$ cat config.mk
export PLATFORM = sky130hd
export DESIGN_NAME = ask_demod
export DESIGN_NICKNAME = d
export VERILOG_FILES = /design/src/rtl/ask_demod.sv
export SDC_FILE = /design/constraint.sdc
export NUM_CORES = 1
export LEC_CHECK = 0
export ABC_CLOCK_PERIOD_IN_PS = 3650
export CAP_MARGIN = 20
export CORE_MARGIN = 2
export CORE_UTILIZATION = 30
export CTS_BUF_LIST = sky130_fd_sc_hd__clkbuf_16
export CTS_CLUSTER_SIZE = 30
export DETAILED_ROUTE_END_ITERATION = 7
export PLACE_DENSITY = 0.52
export SKIP_LAST_GASP = 1
export SLEW_MARGIN = 5
export SYNTH_ARGS = -nofsm -noshare
export SYNTH_HDL_FRONTEND = slang
export SYNTH_SLANG_ARGS = --single-unit
$ cat constraint.sdc
create_clock -name clk -period 3.65 [get_ports clk]
set_clock_uncertainty 0.1 [all_clocks]
set_input_delay 0.73 -clock clk [delete_from_list [all_inputs] [get_ports clk]]
set_output_delay 0.73 -clock clk [all_outputs]
set_load 0.1 [all_outputs]
$ cat src/rtl/ask_demod.sv
// ASK demodulator: integrates |din| over each bit symbol and slices the sum against thr.
// Optional `ASK_DEMOD_CNT_EN adds a 16-bit ones_cnt output counting decided 1-bits.
module ask_demod #(
    parameter int unsigned SAMP_PER_BIT = 100
) (
    input  logic               clk,
    input  logic               rst_n,
    input  logic signed [11:0] din,
    input  logic               din_valid,
    input  logic               sync,
    input  logic        [19:0] thr,
    output logic               bit_out,
    output logic               bit_valid,
    output logic               busy
`ifdef ASK_DEMOD_CNT_EN
    ,
    output logic        [15:0] ones_cnt
`endif
);

    localparam int unsigned CW = 8;
    localparam int unsigned AW = 20;
    localparam int unsigned MW = 13;
    localparam logic [CW-1:0] LAST_IDX = CW'(SAMP_PER_BIT - 1);

    logic [CW-1:0] cnt;
    logic [CW-1:0] cnt_nxt;
    logic [AW-1:0] acc;
    logic [AW-1:0] acc_nxt;
    logic [AW-1:0] sum_c;
    logic [MW-1:0] din_ext;
    logic [MW-1:0] mag;
    logic          last_c;
    logic          dec_c;

    // Magnitude is one bit wider than din so that |-2048| is exact.
    always_comb begin
        din_ext = {din[11], din};
        mag     = din[11] ? (~din_ext + MW'(1)) : din_ext;
        sum_c   = acc + AW'(mag);
        last_c  = din_valid && !sync && (cnt == LAST_IDX);
        dec_c   = (sum_c > thr);
    end

    // sync restarts the symbol and outranks completion; the last sample wraps to 0.
    always_comb begin
        cnt_nxt = cnt;
        acc_nxt = acc;
        if (sync) begin
            cnt_nxt = din_valid ? CW'(1) : '0;
            acc_nxt = din_valid ? AW'(mag) : '0;
        end else if (din_valid) begin
            if (cnt == LAST_IDX) begin
                cnt_nxt = '0;
                acc_nxt = '0;
            end else begin
                cnt_nxt = cnt + CW'(1);
                acc_nxt = sum_c;
            end
        end
    end

    always_ff @(posedge clk or negedge rst_n) begin
        if (!rst_n) begin
            cnt       <= '0;
            acc       <= '0;
            busy      <= 1'b0;
            bit_out   <= 1'b0;
            bit_valid <= 1'b0;
        end else begin
            cnt       <= cnt_nxt;
            acc       <= acc_nxt;
            busy      <= (cnt_nxt != '0);
            bit_valid <= last_c;
            if (last_c) begin
                bit_out <= dec_c;
            end
        end
    end

`ifdef ASK_DEMOD_CNT_EN
    // Advances on the same edge that presents a 1-bit decision.
    always_ff @(posedge clk or negedge rst_n) begin
        if (!rst_n) begin
            ones_cnt <= '0;
        end else if (last_c && dec_c) begin
            ones_cnt <= ones_cnt + 16'(1);
        end
    end
`endif

endmodule

==> metrics.txt <==
initial antenna violation count 0; clk sink count 31; Buf+Inv Stages, Crit Path 4; vias 3,075; slowest cell on the critical path or4_4; Clock Power Share 24.5%; design area approximately 0.0046 mm^2; Max Cap Viol 0; DR WL met3 ~330 um; first-pass GRT wire length 14.95 mm; Leak around 0.0022 uW; total grt overflow 0; synthesized area per cell 8.168 um^2; ys flop type dfrtp_1; share of post-route cells with drive strength above 1 a little under 30%; row count 36; Seq pwr share 20.8%; RR Startpoint acc[0]; r2r worst-path depth 16; worst path cell trace clkdlybuf4s15_1, or4_4, buf_6, o31ai_4, xnor2_2, ha_1, a21o_1, a221o_1, nor2_4, nor2_2, xor2_1, ha_1, nand4_1, buf_4, buf_4, nor2_1, a221oi_2, a21oi_1; Top Metal Used met4; area of the core just under 0.01 mm^2; Hold Buf Count CTS 0; switch share a little over a third; failing checks negative setup slack; cells after synthesis approximately 370; met2 wire len 4.194 mm; VDD IR-drop max 0.1783 mV; DRT Pass-1 Iters 4; pin count of the biggest net entering global routing 32; commonest cells in the netlist 37 x ha_1, 37 x nand2_1, 32 x nor2_1; 1st-iter DRT viols 138; FF+latch count, synth 31; Hold Crit Depth 1; post-layout min period around 4.3 ns; Worst Setup End Kind register; CP max stage delay a little over 0.5 ns; NetSw between 700 and 800 uW; Die Area 0.01086 mm^2; DRC viols 0; hold path endpoint acc[12]; Hold Crit Start acc[12]; PD cells 428.3 mW/mm^2; dpl hpwl slightly below 7 mm; H-Tree Depth 2; Final period util 116.8%; RSZ-0062 raised after global routing yes; nets roughly 570; antenna diode count 0; Total Power 1967 uW; Vias/cell 4.912; setup ws final -0.6140 ns; Mapped Area 0.003014 mm^2; Internal 1256 uW; crit path DAT 4.32 ns; Worst-Margin Slew 0.9709 ns; post-synthesis sequential area ratio approximately 26%; asr flop ratio synth 100.0%; Die H ~100 um; IO Pins 39; CP Launch Type input port; Die W 104.2 um; Worst-path clk slew around 0.060 ns; gpl congestion 0.8064; Synthesis Warnings 0; Synth area leaders dfrtp_1 26%, ha_1 15%, xnor2_1 5.8%, nand2_1 4.6%, a21oi_1 4.3%; Final ANT Viol Nets 0; Yosys top cell area share 25.74%; reg-to-reg setup timing slack 0.32 ns; Hold/Removal Path Class reg -> reg; Slew Viols, Final 0; DRT met1 WL 4.252 mm; Routed WL about 9.0 mm; Distinct cells, synth 50; leading area contributor after synthesis dfrtp_1; setup_tns -1.125 ns; post-DR wirelength/cell 14.31 um; Area Growth Syn to Fin 52.35%; worst path required time 3.71 ns; status complete, but fails checks; Port Buffers 38; critical path's top delay family compound AO/OA/AOI/OAI gates; final core occ 46.98%; Area after DPL between 0.004 and 0.005 mm^2; GRT Util Overall between 10% and 20%; Max FO, Critical Path 5; Worst-Skew Late Latency 0.28 ns; count of final setup violators 2; Slew HR between 30% and 40%; Post-synth EDFFs 0; Root Driver clkbuf_16; CTS tree yes; WS Path Type in -> reg; RR Endpoint bit_out; Logic pwr share 54.6%; Max Fclk 234.5 MHz; Final Hold Violating Endpoints 0; Num CTS Buffers 5; Initial Utilization 30.84%; vias in the first global route 3,101; clock buffer depth 2; syn nets 443
## power groups by stage
stage | Clock (uW) | Combinational [uW] | Sequential [uW]
final | 483 | 1070 | 409
after global routing | 505 | 1190 | 414
after CTS | 493 | 1060 | 409
after detailed placement | 0 | 985 | 411
after global placement | 0 | 974 | 411
after floorplan | 0 | 535 | 418
## metrics by stage
stage	std cells	hold WS, ns	setup slack [ns]
global placement	600	0.4093	-1.326
global route	626	0.4751	-0.8075
detailed placement	600	0.4087	-1.318
floorplan	369	0.3344	-0.7127
CTS	622	0.4308	-0.6497
finish	626	0.4316	-0.6140
## cell type report
class / count / area (um^2)
Fill cell: 987 / 5182
Multi-Input combinational cell: 296 / 2316
Timing Repair Buffer: 128 / 1057
Sequential cell: 31 / 775.7
Tap cell: 133 / 166.4
Clock buffer: 5 / 125.1
Inverter: 30 / 112.6
Clock inverter: 3 / 38.79
## worst max path at each step
| stage | slack [ns] | endpoint | start | cells past startpoint |
|---|---|---|---|---|
| after floorplan | -0.71 | bit_out | din[6] | 19 |
| after detailed placement | -1.32 | bit_out | din[6] | 19 |
| final | -0.61 | bit_out | din[1] | 18 |
| after global placement | -1.33 | bit_out | din[6] | 19 |
| after CTS | -0.65 | bit_out | din[5] | 17 |
| after global routing | -0.81 | bit_out | din[6] | 19 |
## cell usage in the layout (no fill, tap or decap), types with 10 or more instances in the layout
cell              n
buf_4            86
nand2_1          36
ha_1             33
dfrtp_1          31
inv_1            30
clkdlybuf4s50_1  30
nor2_1           27
a21oi_1          26
xnor2_1          13
a21o_1           11
xor2_1           11
nand3_1          10
o21ai_0          10
## per-layer routing
metal	track usage (%)	vias to the layer above
li1	-	1571
met1	22.24	1423
met2	28.01	64
met3	2.757	17
met4	5.405	0
met5	0	-
## state kept, by name, indices dropped and copies added, names as in the netlist
signal	flops
acc	20
bit_out	1
bit_valid	1
busy	1
cnt	8
## kinds of logic (layout without fill, tap and decap cells)
family	count (synthesis)	count (layout)	synth area share [%]
other cells	1	1	0.1244
mux	1	1	0.3321
fa+ha+maj	38	38	16.02
compound gates	99	99	22.21
xor+xnor	32	32	9.299
simple gates	125	125	20.96
buf+inv	42	166	5.314
flops	31	31	25.74
## timing repair
item | CTS | global route
setup endpoints to repair | 13 | 10
resized for setup | 52 | 15
pin swaps | 42 | 29
setup buffers | 15 | 4
Power figures use the tool's default switching activity.
